### config.mk
export PLATFORM = sky130hd
export DESIGN_NAME = lbm_step_sequencer
export DESIGN_NICKNAME = d
export VERILOG_FILES = /design/src/rtl/lbm_step_sequencer.sv
export SDC_FILE = /design/constraint.sdc
export NUM_CORES = 1
export LEC_CHECK = 0
export BUFFER_PORTS_ARGS = -buffer_cell sky130_fd_sc_hd__buf_2
export CAP_MARGIN = 30
export CORE_AREA = 2 2 175 177
export CTS_CLUSTER_DIAMETER = 200
export CTS_CLUSTER_SIZE = 14
export DETAILED_ROUTE_END_ITERATION = 7
export DIE_AREA = 0 0 177 179
export GPL_ROUTABILITY_DRIVEN = 0
export GPL_TIMING_DRIVEN = 0
export PLACE_DENSITY = 0.47
export SKIP_LAST_GASP = 1
export SLEW_MARGIN = 20
export SYNTH_ARGS = -nofsm -noshare
export SYNTH_HDL_FRONTEND = slang
export SYNTH_SLANG_ARGS = --single-unit
### constraint.sdc
create_clock -name clk_in -period 1.8 [get_ports clk_in]
set_input_delay 0.36 -clock clk_in [delete_from_list [all_inputs] [get_ports clk_in]]
set_output_delay 0.36 -clock clk_in [all_outputs]
set_load 0.02 [all_outputs]
### src/rtl/lbm_step_sequencer.sv
// -----------------------------------------------------------------------------
// lbm_step_sequencer
//
// Top-level scheduler for the lattice-Boltzmann update loop. A frame runs a
// programmed number of timesteps, each made of one collision pass followed by
// one streaming pass. The block owns the 9-lane BRAM address bus and steers it
// to the active pass, or to the video reader while idle. Each pass is guarded
// by a watchdog; a hung pass ends the frame and raises a sticky error flag.
//
// Ports
//   clk_in             system clock, all logic on posedge
//   rst_in             synchronous active-high reset
//   start_in           one-cycle frame request, honoured only when idle
//   steps_in           timesteps per frame, latched on an accepted start
//   collide_start_out  one-cycle start pulse to the collision pass
//   collide_done_in    one-cycle completion pulse from the collision pass
//   collide_addr_in    collision pass address lanes (9 x BRAM_SIZE)
//   stream_start_out   one-cycle start pulse to the streaming pass
//   stream_done_in     one-cycle completion pulse from the streaming pass
//   stream_addr_in     streaming pass address lanes (9 x BRAM_SIZE)
//   video_addr_in      video read address, placed on lane 0 when granted
//   video_grant_out    high while the video reader owns the bus
//   addr_out           registered, muxed BRAM address lanes (9 x BRAM_SIZE)
//   owner_out          bus owner: 0 video, 1 collide, 2 stream
//   step_count_out     timesteps completed in the current or last frame
//   busy_out           high from start acceptance until frame end
//   done_out           one-cycle frame-complete pulse
//   error_out          sticky watchdog flag, cleared by reset or a new start
// -----------------------------------------------------------------------------
module lbm_step_sequencer #(
    parameter  int HPIXELS   = 205,
    parameter  int VPIXELS   = 154,
    parameter  int TIMEOUT   = 100000,
    localparam int BRAM_SIZE = $clog2(HPIXELS * VPIXELS)
) (
    input  logic                     clk_in,
    input  logic                     rst_in,
    input  logic                     start_in,
    input  logic [7:0]               steps_in,
    output logic                     collide_start_out,
    input  logic                     collide_done_in,
    input  logic [9*BRAM_SIZE-1:0]   collide_addr_in,
    output logic                     stream_start_out,
    input  logic                     stream_done_in,
    input  logic [9*BRAM_SIZE-1:0]   stream_addr_in,
    input  logic [BRAM_SIZE-1:0]     video_addr_in,
    output logic                     video_grant_out,
    output logic [9*BRAM_SIZE-1:0]   addr_out,
    output logic [1:0]               owner_out,
    output logic [7:0]               step_count_out,
    output logic                     busy_out,
    output logic                     done_out,
    output logic                     error_out
);

    localparam int LANES_W = 9 * BRAM_SIZE;
    localparam int WD_W    = $clog2(TIMEOUT + 1);
    // Last watchdog value a WAIT state may reach before the pass is declared hung.
    localparam logic [WD_W-1:0] WD_LAST = WD_W'(TIMEOUT - 1);

    localparam logic [1:0] OWN_VIDEO   = 2'd0;
    localparam logic [1:0] OWN_COLLIDE = 2'd1;
    localparam logic [1:0] OWN_STREAM  = 2'd2;

    typedef enum logic [2:0] {
        IDLE,
        C_START,
        C_WAIT,
        S_START,
        S_WAIT,
        FINISH
    } state_t;

    state_t              r_state;
    logic [7:0]          r_steps;
    logic [7:0]          r_step_count;
    logic [WD_W-1:0]     r_wdog;
    logic                r_zero_hold;
    logic [1:0]          r_owner;
    logic                r_grant;
    logic                r_collide_start;
    logic                r_stream_start;
    logic                r_busy;
    logic                r_done;
    logic                r_error;
    logic [LANES_W-1:0]  r_addr;

    logic                w_timeout;
    logic [7:0]          w_count_next;
    logic [LANES_W-1:0]  w_addr_next;

    assign w_timeout    = (r_wdog == WD_LAST);
    assign w_count_next = r_step_count + 8'd1;

    // Bus steering uses the owner registered last cycle, which gives addr_out
    // its one-cycle latency relative to the address inputs.
    always_comb begin
        // NOTE: default assignment first so no path through the block leaves
        // w_addr_next unassigned, which would otherwise infer a latch.
        w_addr_next = '0;
        case (r_owner)
            OWN_VIDEO:   w_addr_next[BRAM_SIZE-1:0] = video_addr_in;
            OWN_COLLIDE: w_addr_next = collide_addr_in;
            OWN_STREAM:  w_addr_next = stream_addr_in;
            default:     w_addr_next = '0;
        endcase
    end

    // NOTE: every register below uses non-blocking assignment so all of them
    // update together from the values present before the clock edge.
    always_ff @(posedge clk_in) begin
        if (rst_in) begin
            r_state         <= IDLE;
            r_steps         <= 8'd0;
            r_step_count    <= 8'd0;
            r_wdog          <= '0;
            r_zero_hold     <= 1'b0;
            r_owner         <= OWN_VIDEO;
            r_grant         <= 1'b1;
            r_collide_start <= 1'b0;
            r_stream_start  <= 1'b0;
            r_busy          <= 1'b0;
            r_done          <= 1'b0;
            r_error         <= 1'b0;
            r_addr          <= '0;
        end else begin
            r_addr          <= w_addr_next;
            // Pulse outputs fall back to low unless a transition re-asserts them.
            r_collide_start <= 1'b0;
            r_stream_start  <= 1'b0;
            r_done          <= 1'b0;

            case (r_state)
                IDLE: begin
                    if (start_in) begin
                        r_steps      <= steps_in;
                        r_step_count <= 8'd0;
                        r_error      <= 1'b0;
                        r_busy       <= 1'b1;
                        r_grant      <= 1'b0;
                        if (steps_in == 8'd0) begin
                            // Empty frame spends one extra cycle in FINISH so
                            // its done pulse lands two cycles after the start.
                            r_state     <= FINISH;
                            r_zero_hold <= 1'b1;
                        end else begin
                            r_state         <= C_START;
                            r_collide_start <= 1'b1;
                            r_owner         <= OWN_COLLIDE;
                        end
                    end
                end

                C_START: begin
                    r_wdog  <= '0;
                    r_state <= C_WAIT;
                end

                C_WAIT: begin
                    // A done pulse in the timeout cycle still completes the pass.
                    if (collide_done_in) begin
                        r_state        <= S_START;
                        r_stream_start <= 1'b1;
                        r_owner        <= OWN_STREAM;
                    end else if (w_timeout) begin
                        r_error <= 1'b1;
                        r_done  <= 1'b1;
                        r_busy  <= 1'b0;
                        r_state <= FINISH;
                    end else begin
                        r_wdog <= r_wdog + WD_W'(1);
                    end
                end

                S_START: begin
                    r_wdog  <= '0;
                    r_state <= S_WAIT;
                end

                S_WAIT: begin
                    if (stream_done_in) begin
                        r_step_count <= w_count_next;
                        if (w_count_next == r_steps) begin
                            r_done  <= 1'b1;
                            r_busy  <= 1'b0;
                            r_state <= FINISH;
                        end else begin
                            r_collide_start <= 1'b1;
                            r_owner         <= OWN_COLLIDE;
                            r_state         <= C_START;
                        end
                    end else if (w_timeout) begin
                        r_error <= 1'b1;
                        r_done  <= 1'b1;
                        r_busy  <= 1'b0;
                        r_state <= FINISH;
                    end else begin
                        r_wdog <= r_wdog + WD_W'(1);
                    end
                end

                FINISH: begin
                    if (r_zero_hold) begin
                        r_zero_hold <= 1'b0;
                        r_done      <= 1'b1;
                        r_busy      <= 1'b0;
                    end else begin
                        r_state <= IDLE;
                        r_owner <= OWN_VIDEO;
                        r_grant <= 1'b1;
                    end
                end

                default: r_state <= IDLE;
            endcase
        end
    end

    assign collide_start_out = r_collide_start;
    assign stream_start_out  = r_stream_start;
    assign video_grant_out   = r_grant;
    assign addr_out          = r_addr;
    assign owner_out         = r_owner;
    assign step_count_out    = r_step_count;
    assign busy_out          = r_busy;
    assign done_out          = r_done;
    assign error_out         = r_error;

endmodule

==> results of run 1 <==
[report_power, final]
part | internal (mW) | total [mW] | switching [mW]
clock network | 2.04 | 3.80 | 1.76
logic | 0.952 | 2.46 | 1.51
registers | 4.20 | 4.30 | 0.0992
total | 7.19 | 10.6 | 3.37
[through the flow]
stage	std cells	hold slack, ns	setup TNS (ns)	worst slack (ns)	area, um2
2_1_floorplan	771	0.448	-0.134	-0.0682	7040
3_3_place_gp	1615	0.447	-78.48	-0.740	9780
3_5_place_dp	1615	0.452	-79.81	-0.740	9780
4_1_cts	1655	0.138	-0.525	-0.157	10600
5_1_grt	1677	0.138	-12.78	-0.202	10900
6_report	1678	0.167	-0.341	-0.111	10900
[critical path: cells and delay by family (launching register included)]
| family | cells | cell delay [ns] |
|---|---|---|
| compound gates | 3 | 0.66 |
| flops | 1 | 0.35 |
| mux | 1 | 0.31 |
| simple gates | 1 | 0.21 |
| fa+ha+maj | 1 | 0.15 |
| buf+inv | 1 | 0.13 |
[cell type report]
class	instances	share of cell area
clock inverters	14	0.0126
multi-input cells	522	0.311
clock buffers	18	0.0415
well taps	396	0.0456
inverters	6	0.00207
plain buffers	58	0.0275
repair buffers	470	0.223
diodes	14	0.00323
flip-flops and latches	180	0.334
[metal layers]
metal	track usage	vias to the layer above	part of all wire
li1	-	3749	-
met1	0.234	3703	0.42
met2	0.305	262	0.49
met3	0.0475	48	0.062
met4	0.0895	4	0.025
met5	0	-	0.00090
[logic make-up (layout without fill, tap and decap cells)]
logic type	after synthesis	in the layout	synth area share
flip-flops	180	180	0.515
adder cells (fa/ha/maj)	6	6	0.0107
multiplexers	2	2	0.00322
buffers and inverters	69	566	0.0381
AND/OR/NAND/NOR	291	291	0.195
AO/OA/AOI/OAI	200	200	0.209
other	0	14	0
XOR/XNOR	23	23	0.0288
[synthesized netlist by cell type, types with 2 or more instances]
library cell	number	area (um2)
nand4_1	5	31.3
nor3b_1	4	30.0
nand3_1	11	55.1
a222oi_1	15	150
clkbuf_1	47	176
a211o_1	3	26.3
nor3_1	10	50.1
or2_2	3	18.8
inv_1	6	22.5
o21ai_0	11	55.1
a211oi_1	2	15.0
a21oi_1	32	160
nand4b_1	3	26.3
and3_1	4	25.0
nand2b_1	5	31.3
nor4_1	7	43.8
dfxtp_1	180	3600
mux2_1	2	22.5
xnor2_1	21	184
nand2_1	32	120
a22oi_1	122	916
ha_1	6	75.1
and4_1	4	35.0
xor2_1	2	17.5
nor3b_2	2	25.0
a31oi_1	2	12.5
nor2_1	176	661
or3_1	3	18.8
buf_2	6	30.0
nor4b_2	3	45.0
or4_1	2	15.0
and4b_1	2	20.0
buf_1	10	37.5
nor2b_1	8	50.1
and2_1	2	12.5
[repair_timing]
action,in CTS,in global routing
setup endpoints to repair,171,166
resized for setup,56,55
gates cloned,0,0
hold buffers,0,0
buffers inserted,13,9
pin swaps,10,13
[worst paths after layout]
check | startpoint | endpoint | slack, ns | depth (start not counted)
max | step_count_out[1]$_SDFFE_PP0P_ | owner_out[0]$_SDFFE_PP0P_ | -0.11 | 7
min | collide_addr_in[132] | addr_out[132]$_SDFF_PP0_ | 0.17 | 3
max reg2reg | step_count_out[1]$_SDFFE_PP0P_ | owner_out[0]$_SDFFE_PP0P_ | -0.11 | 7
min reg2reg | r_steps[0]$_SDFFE_PP0P_ | r_steps[0]$_SDFFE_PP0P_ | 0.47 | 2
[state kept, by name, summed over array words and instances, names as in the netlist]
name,count
r_zero_hold,1
collide_start_out,1
owner_out,2
r_wdog,17
stream_start_out,1
done_out,1
video_grant_out,1
error_out,1
r_state,3
step_count_out,8
busy_out,1
r_steps,8
addr_out,135
==> run summary, run 1 <==
Status - finished, violations left
Failing checks - setup timing
Synth Instances - 771
Die width - 177 um
Crit path cell chain - ha_4, buf_6, and4b_1, a221oi_2, a211oi_2, a21boi_2, mux2_4
CTS root buf - clkbuf_16
Worst VDD drop - 0.545 mV
Final Power - 10.6 mW
Distinct cells, synth - 53
Tmin final - 1.91 ns
Final core utilization - 0.362
Crit path DAT - 2.23 ns
Remaining Overflow, GRT - 0
Crit Path Category - flip-flop to flip-flop
Sequential share of the synthesized area - 0.515
Sequential Area - 3630 um2
Wire per inst - 19.1 um
Async S/R FF share, synth - 0
Final period util - 1.06
Clk Latency, worst-skew pair - 0.43 ns
IO Count - 449
Syn Nets - 1075
Chip Height - 179 um
Main flop type after synthesis - dfxtp_1
DP HPWL - 25500 um
Synth warnings - 0
First-pass GRT wire length - 44500 um
Delay of the slowest cell on the worst path - 0.35 ns
CTS buffer count - 17
Largest net degree at the start of global routing - 18
Antenna Nets Post-Route - 0
Clk sinks - 180
Critical Path RT - 2.12 ns
Syn Area/Cell - 9.07 um2
Number of max-cap violations - 0
Slew @ Worst Pin - 0.594 ns
Endpoints failing hold - 0
Synthesized area - 7000 um2
Max Slew Vio Count - 0
TritonCTS clock tree - built
Nets - 1559
Antenna violations before repair - 16
Total routed wirelength - 32000 um
Relative slew slack - 0.604
Nature of the critical path endpoint - flip-flop
Total Routing Usage GR - 0.188
TritonRoute pass-1 iters - 5
PwrDens - 972 nW/um2
Area occupied by multi-input gates - 3370 um2
Synth Register Bits - 180
Critical Path Fanout Max - 6
Worst Clk Skew - 0.0127 ns
Die area - 31700 um2
Core area - 30000 um2
Drt drc - 0
Most common cell after layout, fill and taps aside - buf_2
Number of synthesized flops with an enable pin - 0
Via count - 7766
HP Class - input port to flip-flop
H-tree Lvls - 4
Number of DRC markers in iteration 0 - 449
Starting Density - 0.233
Layout fillers - 3222
Final worst slack - -0.111 ns
Avg Vias per Cell - 4.63
CP max-delay cell - dfxtp_4
Clk buf depth - 2
Most frequent cells in the layout - buf_2 (458), nor2_1 (174), dfxtp_1 (167)
Final setup fails - 7
F_max - 523 MHz
IO Port Bufs - 448
Area Growth Syn to Fin - 55.3%
CP startpoint kind - flip-flop
RSZ-0062 raised after global routing - yes
Leakage - 4.95 nW
Layout cells sized above 1 - 0.479
FP Rows - 64
Clock transition at the registers of the reported paths - 0.07 ns
Vias in the first global route - 7204
No activity file was read; power rests on OpenSTA's default activity.
==> inputs of run 2 (changes only) <==
RECOVER_POWER = 25   (was not set)
==> run summary, run 2 (synthesis gave the netlist of run 1 again) <==
Max Slew Vio Count - 0 (unchanged)
Final setup fails - 7 (unchanged)
Worst VDD drop - 0.546 mV (about the same)
Clk sinks - 180 (unchanged)
H-tree Lvls - 4 (unchanged)
Total routed wirelength - 32100 um (+0.18%)
Status - finished, violations left
Clk buf depth - 2 (unchanged)
Pre-CTS setup slack - -0.740 ns (unchanged)
Clk Latency, worst-skew pair - 0.43 ns (about the same)
Failing checks - setup timing
Worst Hold Depth - 3 (unchanged)
Die area - 31700 um2 (unchanged)
Nature of the critical path endpoint - flip-flop
Vias in the first global route - 7204 (unchanged)
Number of max-cap violations - 0 (unchanged)
Drt drc - 0 (unchanged)
TritonRoute pass-1 iters - 5 (unchanged)
Worst-case reg-to-reg path depth - 7 (unchanged)
IO Port Bufs - 448 (unchanged)
Critical Path Fanout Max - 6 (unchanged)
Final period util - 1.06 (-0.00132)
Leakage - 4.74 nW (-4.2%)
Final core utilization - 0.360 (-0.00200)
Nets - 1559 (unchanged)
FP Rows - 64 (unchanged)
Most common cell after layout, fill and taps aside - buf_2
F_max - 524 MHz (+0.12%)
Starting Density - 0.233 (unchanged)
RSZ-0062 raised after global routing - yes
Antenna violations before repair - 16 (unchanged)
Chip Height - 179 um (unchanged)
Reg-to-reg startpoint - step_count_out[1]$_SDFFE_PP0P_
Number of DRC markers in iteration 0 - 467 (+4.0%)
Crit path DAT - 2.23 ns (about the same)
IO Count - 449 (unchanged)
Placed instance count - 1615 (unchanged)
Layout fillers - 3245 (+0.71%)
Worst Clk Skew - 0.0139 ns (+0.00114 ns)
Largest net degree at the start of global routing - 18 (unchanged)
Clock transition at the registers of the reported paths - 0.07 ns (about the same)
Total Routing Usage GR - 0.188 (unchanged)
Relative slew slack - 0.607 (+0.00314)
CTS buffer count - 17 (unchanged)
Slew @ Worst Pin - 0.590 ns (-0.00470 ns)
TritonCTS clock tree - built
Min-delay src - collide_addr_in[107]
Final Power - 10.6 mW (about the same)
Antenna Nets Post-Route - 0 (unchanged)
Setup tns final - -0.340 ns (+0.000553 ns)
PwrDens - 977 nW/um2 (+0.56%)
Critical Path RT - 2.12 ns (about the same)
Fin cells - 1678 (unchanged)
Area Growth Syn to Fin - 54.4%
Final worst slack - -0.109 ns (+0.00238 ns)
Remaining Overflow, GRT - 0 (unchanged)
Via count - 7765 (-0.013%)
Largest register FFs - 135 (unchanged)
HP Class - input port to flip-flop
Core area - 30000 um2 (unchanged)
CTS root buf - clkbuf_16
DP HPWL - 25500 um (unchanged)
Endpoints failing hold - 0 (unchanged)
Hold EP - addr_out[107]$_SDFF_PP0_
Most frequent cells in the layout - buf_2 (410), nor2_1 (174), dfxtp_1 (167)
Die width - 177 um (unchanged)
R2r setup slk - -0.11 ns (about the same)
Crit Path Category - flip-flop to flip-flop
Layout cells sized above 1 - 0.441 (-0.0379)
CP startpoint kind - flip-flop
First-pass GRT wire length - 44500 um (unchanged)
Wire per inst - 19.1 um (+0.18%)
Tmin final - 1.91 ns (-0.00238 ns)
Worst reg2reg endpoint - owner_out[0]$_SDFFE_PP0P_
Final Cell Area - 10800 um2 (-0.55%)
Placement Cell Area - 9780 um2 (unchanged)
Hold Worst Slack - 0.164 ns (-0.00260 ns)
Avg Vias per Cell - 4.63 (about the same)
run 2: cell count changes in the layout (fill, tap and decap cells not counted), sizes merged:
cell    delta
buf       -48
clkbuf    +48
run 2: worst max path at each step:
| stage | startpoint | end | slack, ns | depth (start not counted) |
|---|---|---|---|---|
| after global placement | owner_out[0]$_SDFFE_PP0P_ | addr_out[52]$_SDFF_PP0_ | -0.74 | 6 |
| after global routing | step_count_out[1]$_SDFFE_PP0P_ | owner_out[0]$_SDFFE_PP0P_ | -0.20 | 7 |
| after detailed placement | owner_out[1]$_SDFFE_PP0P_ | addr_out[58]$_SDFF_PP0_ | -0.74 | 7 |
| after CTS | step_count_out[1]$_SDFFE_PP0P_ | owner_out[0]$_SDFFE_PP0P_ | -0.16 | 7 |
| final | step_count_out[1]$_SDFFE_PP0P_ | owner_out[0]$_SDFFE_PP0P_ | -0.11 | 7 |
| after floorplan | step_count_out[3]$_SDFFE_PP0P_ | owner_out[0]$_SDFFE_PP0P_ | -0.07 | 7 |
run 2: cell type report:
type | count | area, um2 | area share
plain buffers | 58 | 299 | 0.0277
repair buffers | 470 | 2360 | 0.219
well taps | 396 | 495 | 0.0459
diodes | 14 | 35.0 | 0.00324
multi-input cells | 522 | 3370 | 0.312
clock buffers | 18 | 450 | 0.0417
flip-flops and latches | 180 | 3630 | 0.336
clock inverters | 14 | 136 | 0.0126
inverters | 6 | 22.5 | 0.00209
run 2: report_power, final:
| group | internal, mW | total [mW] | switching (mW) | leakage [nW] |
|---|---|---|---|---|
| sequential | 4.20 | 4.30 | 0.100 | 1.47 |
| combinational | 0.939 | 2.45 | 1.51 | 2.98 |
| clock | 2.04 | 3.81 | 1.77 | 0.292 |
run 2: timing repair:
action / 4_1_cts / 5_1_grt
cloned: 0 / 0
endpoints found under the setup margin: 171 / 166
hold buffers: 0 / 0
gates resized for setup: 56 / 55
pin swaps: 10 / 13
setup buffers: 13 / 9
run 2: metal layers:
metal / share of wire / up-vias / global-route usage / wire, um
met5: 0.00090 / - / 0 / 29
met4: 0.022 / 4 / 0.0895 / 720
met3: 0.063 / 41 / 0.0475 / 2030
met2: 0.49 / 265 / 0.305 / 15800
met1: 0.42 / 3708 / 0.234 / 13500
li1: - / 3747 / - / -
run 2: critical path, stage by stage (launching register included):
cell	delay (ns)
dfxtp_4	0.35
ha_4	0.15
buf_6	0.13
and4b_1	0.21
a221oi_2	0.30
a211oi_2	0.16
a21boi_2	0.19
mux2_4	0.31
==> inputs of run 3 (changes only) <==
CORE_AREA = 2 2 176 178   (was 2 2 175 177)
DIE_AREA = 0 0 178 180   (was 0 0 177 179)
PLACE_DENSITY = 0.45   (was 0.47)
clock period = 2.3 ns   (was 1.8 ns; I/O delays follow)
==> run summary, run 3 (synthesis gave the netlist of run 1 again) <==
IO Port Bufs - 448 (unchanged)
Core area - 30200 um2 (+0.53%)
Final worst slack - 0.0883 ns (+0.197 ns)
Number of max-cap violations - 0 (unchanged)
Area Growth Syn to Fin - 47.0%
RSZ-0062 raised after global routing - yes
Delay of the slowest cell on the worst path - 0.42 ns (+0.07 ns)
Most common cell after layout, fill and taps aside - buf_2
Total routed wirelength - 32300 um (+0.57%)
Placed instance count - 1615 (unchanged)
Clock transition at the registers of the reported paths - 0.07 ns (about the same)
Sequential Area - 3600 um2 (-0.62%)
TritonCTS clock tree - built
Clk Latency, worst-skew pair - 0.43 ns (about the same)
Pre-CTS setup slack - -0.367 ns (+0.373 ns)
Vias in the first global route - 7329 (+1.7%)
CTS root buf - clkbuf_16
Starting Density - 0.232 (-0.00124)
HP Class - input port to flip-flop
Status - complete, no violations
Chip Height - 180 um (+0.56%)
Critical Path RT - 2.62 ns (+0.50 ns)
Crit path cell chain - ha_1, buf_2, nand3_1, xnor2_1, nand4_1, a211oi_2, a21boi_1, mux2_1
Remaining Overflow, GRT - 0 (unchanged)
Antenna violations before repair - 10 (-6)
Clk buf depth - 2 (unchanged)
Nature of the critical path endpoint - flip-flop
CP top delay family - compound AO/OA/AOI/OAI gates
First-pass GRT wire length - 45900 um (+3.2%)
Max Slew Vio Count - 0 (unchanged)
Fin cells - 1656 (-1.3%)
H-tree Lvls - 4 (unchanged)
Final Cell Area - 10300 um2 (-4.8%)
Antenna Nets Post-Route - 0 (unchanged)
DP HPWL - 25600 um (+0.40%)
Most frequent cells in the layout - buf_2 (374), dfxtp_1 (179), nor2_1 (176)
Final setup fails - 0 (-7)
Slew @ Worst Pin - 0.641 ns (+0.0517 ns)
Worst VDD drop - 0.447 mV (-18%)
CTS buffer count - 17 (unchanged)
Final period util - 0.962 (-0.0987)
CP max-delay cell - dfxtp_2
Tmin final - 2.21 ns (+0.303 ns)
Layout fillers - 3288 (+1.3%)
Critical Path Fanout Max - 10 (+4)
Die width - 178 um (+0.56%)
Number of DRC markers in iteration 0 - 529 (+13%)
Placement Cell Area - 9730 um2 (-0.46%)
Area occupied by multi-input gates - 3130 um2 (-7.2%)
Drt drc - 0 (unchanged)
Worst Clk Skew - 0.00975 ns (-0.00411 ns)
Wire per inst - 19.5 um (+1.9%)
FP Rows - 64 (unchanged)
Nets - 1544 (-0.96%)
F_max - 452 MHz (-14%)
IO Count - 449 (unchanged)
Leakage - 4.33 nW (-8.6%)
Endpoints failing hold - 0 (unchanged)
TritonRoute pass-1 iters - 6 (+1)
Relative slew slack - 0.572 (-0.0345)
Via count - 7659 (-1.4%)
PwrDens - 797 nW/um2 (-18%)
Crit Path Category - flip-flop to flip-flop
Avg Vias per Cell - 4.63 (about the same)
Largest net degree at the start of global routing - 17 (-1)
Layout cells sized above 1 - 0.344 (-0.0969)
CP startpoint kind - flip-flop
Critical path buffers and inverters - 1 (unchanged)
Largest register FFs - 135 (unchanged)
Clk sinks - 180 (unchanged)
Crit path DAT - 2.53 ns (+0.30 ns)
Total Routing Usage GR - 0.194 (+0.00518)
Die area - 32000 um2 (+1.1%)
run 3: layout make-up:
cell class	count	area share
inverter	6	0.00219
multi-input combinational	522	0.304
antenna	7	0.00170
clock buffer	22	0.0461
clock inverter	10	0.0119
tap	396	0.0482
timing repair buffer	452	0.211
buffer	61	0.0235
sequential	180	0.351
run 3: worst paths after layout:
check / from / cells after the start / endpoint / slack, ns
worst min-delay path: collide_addr_in[41] / 3 / addr_out[41]$_SDFF_PP0_ / 0.26
worst max register to register: step_count_out[1]$_SDFFE_PP0P_ / 8 / owner_out[0]$_SDFFE_PP0P_ / 0.09
worst min register to register: video_grant_out$_SDFFE_PP1P_ / 1 / video_grant_out$_SDFFE_PP1P_ / 0.47
worst max-delay path: step_count_out[1]$_SDFFE_PP0P_ / 8 / owner_out[0]$_SDFFE_PP0P_ / 0.09
run 3: tightest hold or removal path, cell delays in order:
cell and delay (ns):
buf_2 0.07, a22oi_1 0.05, nor2_1 0.07
run 3: metal layers:
layer	global-route usage	vias to the layer above	wire, um
met4	0.0587	6	510
met3	0.0575	30	2250
met1	0.245	3651	14000
met5	0	-	36
met2	0.316	261	15500
li1	-	3711	-
run 3: power breakdown:
group	internal, mW	total [mW]	switching (mW)
Sequential	3.29	3.36	0.0755
Combinational	0.631	1.80	1.16
Clock	1.70	3.04	1.33
Total	5.62	8.19	2.57
run 3: repair_timing:
item                       4_1_cts  5_1_grt
hold buffers                     0        0
pin swaps                        0        1
gates cloned                     0        0
buffers inserted                 1        3
setup endpoints to repair      107       10
gates resized for setup          6        3
run 3: stage by stage:
| stage | setup TNS (ns) | hold WS, ns | power [mW] | utilization |
|---|---|---|---|---|
| after global placement | -20.21 | 0.446 | 5.26 | 0.322 |
| after detailed placement | -20.23 | 0.450 | 5.26 | 0.322 |
| final | 0 | 0.258 | 8.19 | 0.341 |
| after floorplan | 0 | 0.448 | 4.45 | - |
| after global routing | -0.120 | 0.242 | 8.61 | 0.340 |
| after CTS | 0 | 0.236 | 8.32 | 0.343 |
